## src/rtl/instr_sequencer_pkg.sv

```systemverilog
// Shared controller definitions for the instruction sequencer: state encoding,
// default instruction-address width and zero constants.
`ifndef INSTR_ADDR_W
`define INSTR_ADDR_W 8
`endif

package instr_sequencer_pkg;

  localparam logic [2:0] ST_IDLE  = 3'd0;
  localparam logic [2:0] ST_READ  = 3'd1;
  localparam logic [2:0] ST_FETCH = 3'd2;
  localparam logic [2:0] ST_START = 3'd3;
  localparam logic [2:0] ST_EXEC  = 3'd4;

  // Wait counter width covers ROM_LAT up to 3.
  localparam int         CNT_W   = 2;
  localparam logic [1:0] GND_CNT = 2'b00;
  localparam logic [2:0] GND_ST  = 3'b000;

endpackage

```

## src/rtl/instr_sequencer_seq_wait_cnt.sv

```systemverilog
// Loadable down-counter with a done flag at zero; paces imem read latency
// and is intended for datapath stall counting as well.
module seq_wait_cnt
  import instr_sequencer_pkg::*;
#(
  parameter int W = CNT_W
) (
  input  logic         clk,
  input  logic         rst,
  input  logic         load,
  input  logic [W-1:0] load_val,
  input  logic         dec,
  output logic         done
);

  logic [W-1:0] cnt_r;

  // Load has priority; decrement saturates at zero.
  always_ff @(posedge clk or negedge rst) begin
    if (!rst) begin
      cnt_r <= {W{1'b0}};
    end else if (load) begin
      cnt_r <= load_val;
    end else if (dec && (cnt_r != {W{1'b0}})) begin
      cnt_r <= cnt_r - W'(1);
    end else begin
      cnt_r <= cnt_r;
    end
  end

  assign done = (cnt_r == {W{1'b0}});

endmodule

```

## src/rtl/instr_sequencer.sv

```systemverilog
// Program sequencer feeding the instruction-fetch register: one program pass per sample.
// Define SEQ_OVERRUN_CHK_EN to add the sticky seq_err output for program-counter overrun.
module instr_sequencer
  import instr_sequencer_pkg::*;
#(
  parameter int PCWIDTH    = `INSTR_ADDR_W,
  parameter int PROG_DEPTH = 256,
  parameter int ROM_LAT    = 1
) (
  input  logic               clk,
  input  logic               rst,
  input  logic               sample_valid,
  output logic               sample_ready,
  output logic               imem_en,
  output logic [PCWIDTH-1:0] imem_addr,
  output logic               fetch,
  input  logic               lstg_f,
  output logic               exec_start,
  input  logic               exec_done,
  output logic               busy,
  output logic               frame_done
`ifdef SEQ_OVERRUN_CHK_EN
  , output logic             seq_err
`endif
);

  localparam logic [PCWIDTH-1:0] PC_LAST   = PCWIDTH'(PROG_DEPTH - 1);
  localparam logic [PCWIDTH-1:0] PC_ZERO   = {PCWIDTH{1'b0}};
  localparam logic [CNT_W-1:0]   WAIT_LOAD = CNT_W'(ROM_LAT - 1);

  logic [2:0]         state_r, state_nx_s;
  logic [PCWIDTH-1:0] pc_r, pc_nx_s;
  logic               last_r;
  logic               frame_end_s;
  logic               wait_done_s, wait_load_s, wait_dec_s;
  logic               sample_ready_r, imem_en_r, fetch_r, exec_start_r, frame_done_r;
`ifdef SEQ_OVERRUN_CHK_EN
  logic               overrun_s;
  logic               seq_err_r;
`endif

  // Next-state and program-counter decode.
  always_comb begin
    state_nx_s  = state_r;
    pc_nx_s     = pc_r;
    frame_end_s = 1'b0;
`ifdef SEQ_OVERRUN_CHK_EN
    overrun_s   = 1'b0;
`endif
    case (state_r)
      ST_IDLE: begin
        if (sample_valid) state_nx_s = ST_READ;
        else              state_nx_s = ST_IDLE;
      end
      ST_READ: begin
        if (wait_done_s) state_nx_s = ST_FETCH;
        else             state_nx_s = ST_READ;
      end
      ST_FETCH: state_nx_s = ST_START;
      ST_START: state_nx_s = ST_EXEC;
      ST_EXEC: begin
        if (!exec_done) begin
          state_nx_s = ST_EXEC;
        end else if (last_r) begin
          pc_nx_s     = PC_ZERO;
          frame_end_s = 1'b1;
          state_nx_s  = ST_IDLE;
        end else if (pc_r == PC_LAST) begin
          pc_nx_s = PC_ZERO;
`ifdef SEQ_OVERRUN_CHK_EN
          overrun_s  = 1'b1;
          state_nx_s = ST_IDLE;
`else
          state_nx_s = ST_READ;
`endif
        end else begin
          pc_nx_s    = pc_r + PCWIDTH'(1);
          state_nx_s = ST_READ;
        end
      end
      default: begin
        state_nx_s = GND_ST;
        pc_nx_s    = PC_ZERO;
      end
    endcase
  end

  // The read wait is reloaded on every entry into READ.
  assign wait_load_s = (state_nx_s == ST_READ) && (state_r != ST_READ);
  assign wait_dec_s  = (state_r == ST_READ);

  seq_wait_cnt #(.W(CNT_W)) u_wait (
    .clk      (clk),
    .rst      (rst),
    .load     (wait_load_s),
    .load_val (WAIT_LOAD),
    .dec      (wait_dec_s),
    .done     (wait_done_s)
  );

  // State, pc, last flag, and outputs registered from the next state.
  always_ff @(posedge clk or negedge rst) begin
    if (!rst) begin
      state_r        <= ST_IDLE;
      pc_r           <= PC_ZERO;
      last_r         <= 1'b0;
      sample_ready_r <= 1'b1;
      imem_en_r      <= 1'b0;
      fetch_r        <= 1'b0;
      exec_start_r   <= 1'b0;
      frame_done_r   <= 1'b0;
    end else begin
      state_r        <= state_nx_s;
      pc_r           <= pc_nx_s;
      last_r         <= (state_r == ST_START) ? lstg_f : last_r;
      sample_ready_r <= (state_nx_s == ST_IDLE);
      imem_en_r      <= (state_nx_s == ST_READ);
      fetch_r        <= (state_nx_s == ST_FETCH);
      exec_start_r   <= (state_nx_s == ST_START);
      frame_done_r   <= frame_end_s;
    end
  end

`ifdef SEQ_OVERRUN_CHK_EN
  // Overrun flag stays set until the next reset.
  always_ff @(posedge clk or negedge rst) begin
    if (!rst)           seq_err_r <= 1'b0;
    else if (overrun_s) seq_err_r <= 1'b1;
    else                seq_err_r <= seq_err_r;
  end
  assign seq_err = seq_err_r;
`endif

  assign sample_ready = sample_ready_r;
  assign busy         = ~sample_ready_r;
  assign imem_en      = imem_en_r;
  assign imem_addr    = pc_r;
  assign fetch        = fetch_r;
  assign exec_start   = exec_start_r;
  assign frame_done   = frame_done_r;

endmodule
```

## config.mk

```make
export PLATFORM = sky130hd
export DESIGN_NAME = instr_sequencer
export DESIGN_NICKNAME = d
export VERILOG_FILES = /design/src/rtl/instr_sequencer_pkg.sv /design/src/rtl/instr_sequencer_seq_wait_cnt.sv /design/src/rtl/instr_sequencer.sv
export SDC_FILE = /design/constraint.sdc
export NUM_CORES = 1
export LEC_CHECK = 0
export BUFFER_PORTS_ARGS = -buffer_cell sky130_fd_sc_hd__buf_2
export CORE_MARGIN = 5
export CORE_UTILIZATION = 60
export CTS_BUF_LIST = sky130_fd_sc_hd__clkbuf_8
export DETAILED_ROUTE_END_ITERATION = 7
export GPL_ROUTABILITY_DRIVEN = 1
export HOLD_SLACK_MARGIN = 0.06
export PLACE_DENSITY = 0.86
export SLEW_MARGIN = 20
export SYNTH_ARGS = -nofsm -noshare
export SYNTH_HDL_FRONTEND = slang
export SYNTH_SLANG_ARGS = --single-unit
```

## constraint.sdc

```tcl
create_clock -name clk -period 3.2 [get_ports clk]
set_input_delay 0.64 -clock clk [delete_from_list [all_inputs] [get_ports clk]]
set_output_delay 0.64 -clock clk [all_outputs]
set_load 0.05 [all_outputs]
```

==> results.sh <==
export IMPL_clock_skew_ns=0.000891
export IMPL_clkTransAtPathRegs_ns=0.07
export IMPL_post_route_period_util_pct=57.0
export IMPL_wl_um=1970
export IMPL_cts_hold_buf=0
export IMPL_slew_violations=0
export IMPL_ir_worst_vdd_uv=773
export IMPL_track_usage_pct=17.7
export IMPL_crit_arrival_ns=1.97
export IMPL_cts_resized=0
export IMPL_first_iter_violations=21
export IMPL_initial_core_util_pct=64.2
export IMPL_routed_via_count=786
export IMPL_root_buffer="clkbuf_8"
export IMPL_slowest_stage="dfrtp_1"
export IMPL_syn_area_sq_um=990
export IMPL_numCtsBuffers=3
export IMPL_status="finished clean"
export IMPL_crit_required_ns=3.34
export IMPL_cts_tree="built"
export IMPL_hold_path_class="input pin to asynchronous set/reset pin"
export IMPL_vias_per_cell=6.09
export IMPL_cp_end_kind="register"
export IMPL_drtAntennaViolNets=0
export IMPL_grt_max_degree=20
export IMPL_grt_overflow_total=0
export IMPL_rsz0062_at_grt="no"
export IMPL_tns_ns=0
export IMPL_r2r_slack_ns=1.38
export IMPL_path_max_fanout=6
export IMPL_holdWs_ns=0.301
export IMPL_crit_path_max_incr_delay_ns=0.46
export IMPL_grt_pass1_vias=756
export IMPL_h_tree_depth=1
export IMPL_die_area_sq_mm=0.00256
export IMPL_numPortBuffers=18
export IMPL_drc=0
export IMPL_cts_sinks=19
export IMPL_tightest_slew_ns=0.444
export IMPL_synth_edf_count=0
export IMPL_yosysWarnings=0
export IMPL_r2r_end="imem_addr[7]$_DFFE_PN0P_"
export IMPL_relSlewSlack_pct=70.4
export IMPL_diodes=0
export IMPL_wire_per_inst_um=15.3
export IMPL_syn_inst=94
export IMPL_hpwlAfterDp_um=1390
export IMPL_globalplace_congestion=0.843
export IMPL_yosysSeqAreaShare_pct=48.2
export IMPL_clock_fmax_mhz=548
export IMPL_rr_worst_depth=5
export IMPL_period_needed_ns=1.82
export IMPL_synth_fp_nets=101
export IMPL_antenna_found_initial=0
export IMPL_postCtsSetupBuffers=0
export IMPL_path_buf_inv=0
export IMPL_path_class="register to register"
export IMPL_die_w_um=50.6
export IMPL_syn_to_final_growth_pct=13.0
export IMPL_path_cells="ha_1 > nand3_1 > o21ai_1 > nor2_1 > a221o_1"
export IMPL_layout_common_cells="dfrtp_1 (18), buf_2 (18), nand2_1 (9)"
export IMPL_grt_pass1_wl_um=3490
export IMPL_core_area_sq_mm=0.00154
export IMPL_yosys_most_used_dff="dfrtp_1"
export IMPL_hold_viol=0
export IMPL_synth_cell_types=35
export IMPL_setup_viol=0
export IMPL_p_per_area_mw_per_mm2=949
export IMPL_drt_pass1_iterations=4
export IMPL_final_net_count=121
export IMPL_avgSynthCellArea_sq_um=10.5
export IMPL_drive_gt1_share_pct=29.2
export IMPL_cp_top_family="compound AO/OA/AOI/OAI gates"
export IMPL_ys_ff_latch=19
export IMPL_clock_latency_ns=0.25
export IMPL_die_h_um=50.6
export IMPL_timing_rr_start="imem_addr[0]$_DFFE_PN0P_"
export IMPL_ys_async_sr_fraction_pct=100
export IMPL_ios=19
export IMPL_p_leak_nw=0.531
export IMPL_rows=14
export IMPL_startpoint_type="register"
export IMPL_maxCapViolCount=0
export IMPL_cts_buffer_depth=2
-- registers in the layout, summed over array words and instances, names as in the netlist --
signal / count
u_wait.cnt_r: 2
imem_addr: 8
last_r: 1
fetch: 1
imem_en: 1
frame_done: 1
sample_ready: 1
exec_start: 1
state_r: 3
-- synthesized netlist by cell type (2+ instances only) --
cell	n	share of area, %
a21oi_1	4	2.0
nand4_1	3	1.9
a21o_1	2	1.5
inv_1	6	2.3
o21ai_0	8	4.0
buf_6	2	2.3
ha_1	2	2.5
nand2_1	9	3.4
nand3_1	4	2.0
mux2_2	2	2.3
nor3_1	5	2.5
nor2_1	6	2.3
dfrtp_1	18	46
o21a_1	2	1.5
-- layer usage --
metal / part of all wire (%) / GRT usage, % / vias up
li1: - / - / 377
met1: 43 / 21.3 / 376
met2: 49 / 27.7 / 28
met3: 5.9 / 5.33 / 5
met4: 1.8 / 10.2 / 0
met5: 0 / 0 / -
-- how the worst max path moves through the flow --
stage                                        start                       end  slack [ns]  depth (start not counted)
final                     imem_addr[0]$_DFFE_PN0P_  imem_addr[7]$_DFFE_PN0P_        1.38                          5
after global placement                   exec_done  imem_addr[3]$_DFFE_PN0P_        1.48                          6
after CTS                 imem_addr[0]$_DFFE_PN0P_  imem_addr[7]$_DFFE_PN0P_        1.42                          5
after global routing      imem_addr[0]$_DFFE_PN0P_  imem_addr[7]$_DFFE_PN0P_        1.23                          5
after floorplan           imem_addr[0]$_DFFE_PN0P_  imem_addr[7]$_DFFE_PN0P_        1.27                          5
after detailed placement  imem_addr[1]$_DFFE_PN0P_  imem_addr[7]$_DFFE_PN0P_        1.46                          5
-- power by group --
part | total (mW) | switching, mW | internal (mW)
registers | 0.413 | 0.0977 | 0.315
clock network | 0.164 | 0.0770 | 0.0865
logic | 0.485 | 0.304 | 0.181
total | 1.06 | 0.479 | 0.583
-- worst register-to-register path, delay by kind of cell (launching register included) --
kind            cells  cell delay [ns]
simple gates        2             0.30
flops               1             0.46
fa+ha+maj           1             0.25
compound gates      2             0.72
-- layout make-up --
type	count	area [sq um]
Clock inverter	1	5.00
Inverter	6	22.5
Timing Repair Buffer	19	97.6
Tap cell	16	20.0
Multi-Input combinational cell	65	455
Fill cell	124	423
Sequential cell	19	477
Clock buffer	3	41.3
-- through the flow --
| step | instances | setup WS [ns] | power, mW | cell area [sq um] | util, % |
|---|---|---|---|---|---|
| detailed placement | 125 | 1.46 | 0.898 | 1070 | 69.6 |
| global route | 129 | 1.23 | 1.13 | 1120 | 72.6 |
| global placement | 125 | 1.48 | 0.880 | 1070 | 69.6 |
| floorplan | 94 | 1.27 | 0.822 | 990 | - |
| CTS | 129 | 1.42 | 1.07 | 1120 | 72.6 |
| finish | 129 | 1.38 | 1.06 | 1120 | 72.6 |
-- kinds of logic (layout without fill, tap and decap cells) --
| logic type | count (synthesis) | in the layout | share of synthesized area [%] |
|---|---|---|---|
| muxes | 3 | 3 | 3.29 |
| DFF | 19 | 19 | 48.2 |
| adders and majority gates | 2 | 2 | 2.53 |
| buffers and inverters | 10 | 29 | 5.81 |
| AOI/OAI and AO/OA | 24 | 24 | 18.2 |
| and+or+nand+nor | 36 | 36 | 22.0 |
No activity file was read; power rests on OpenSTA's default activity.
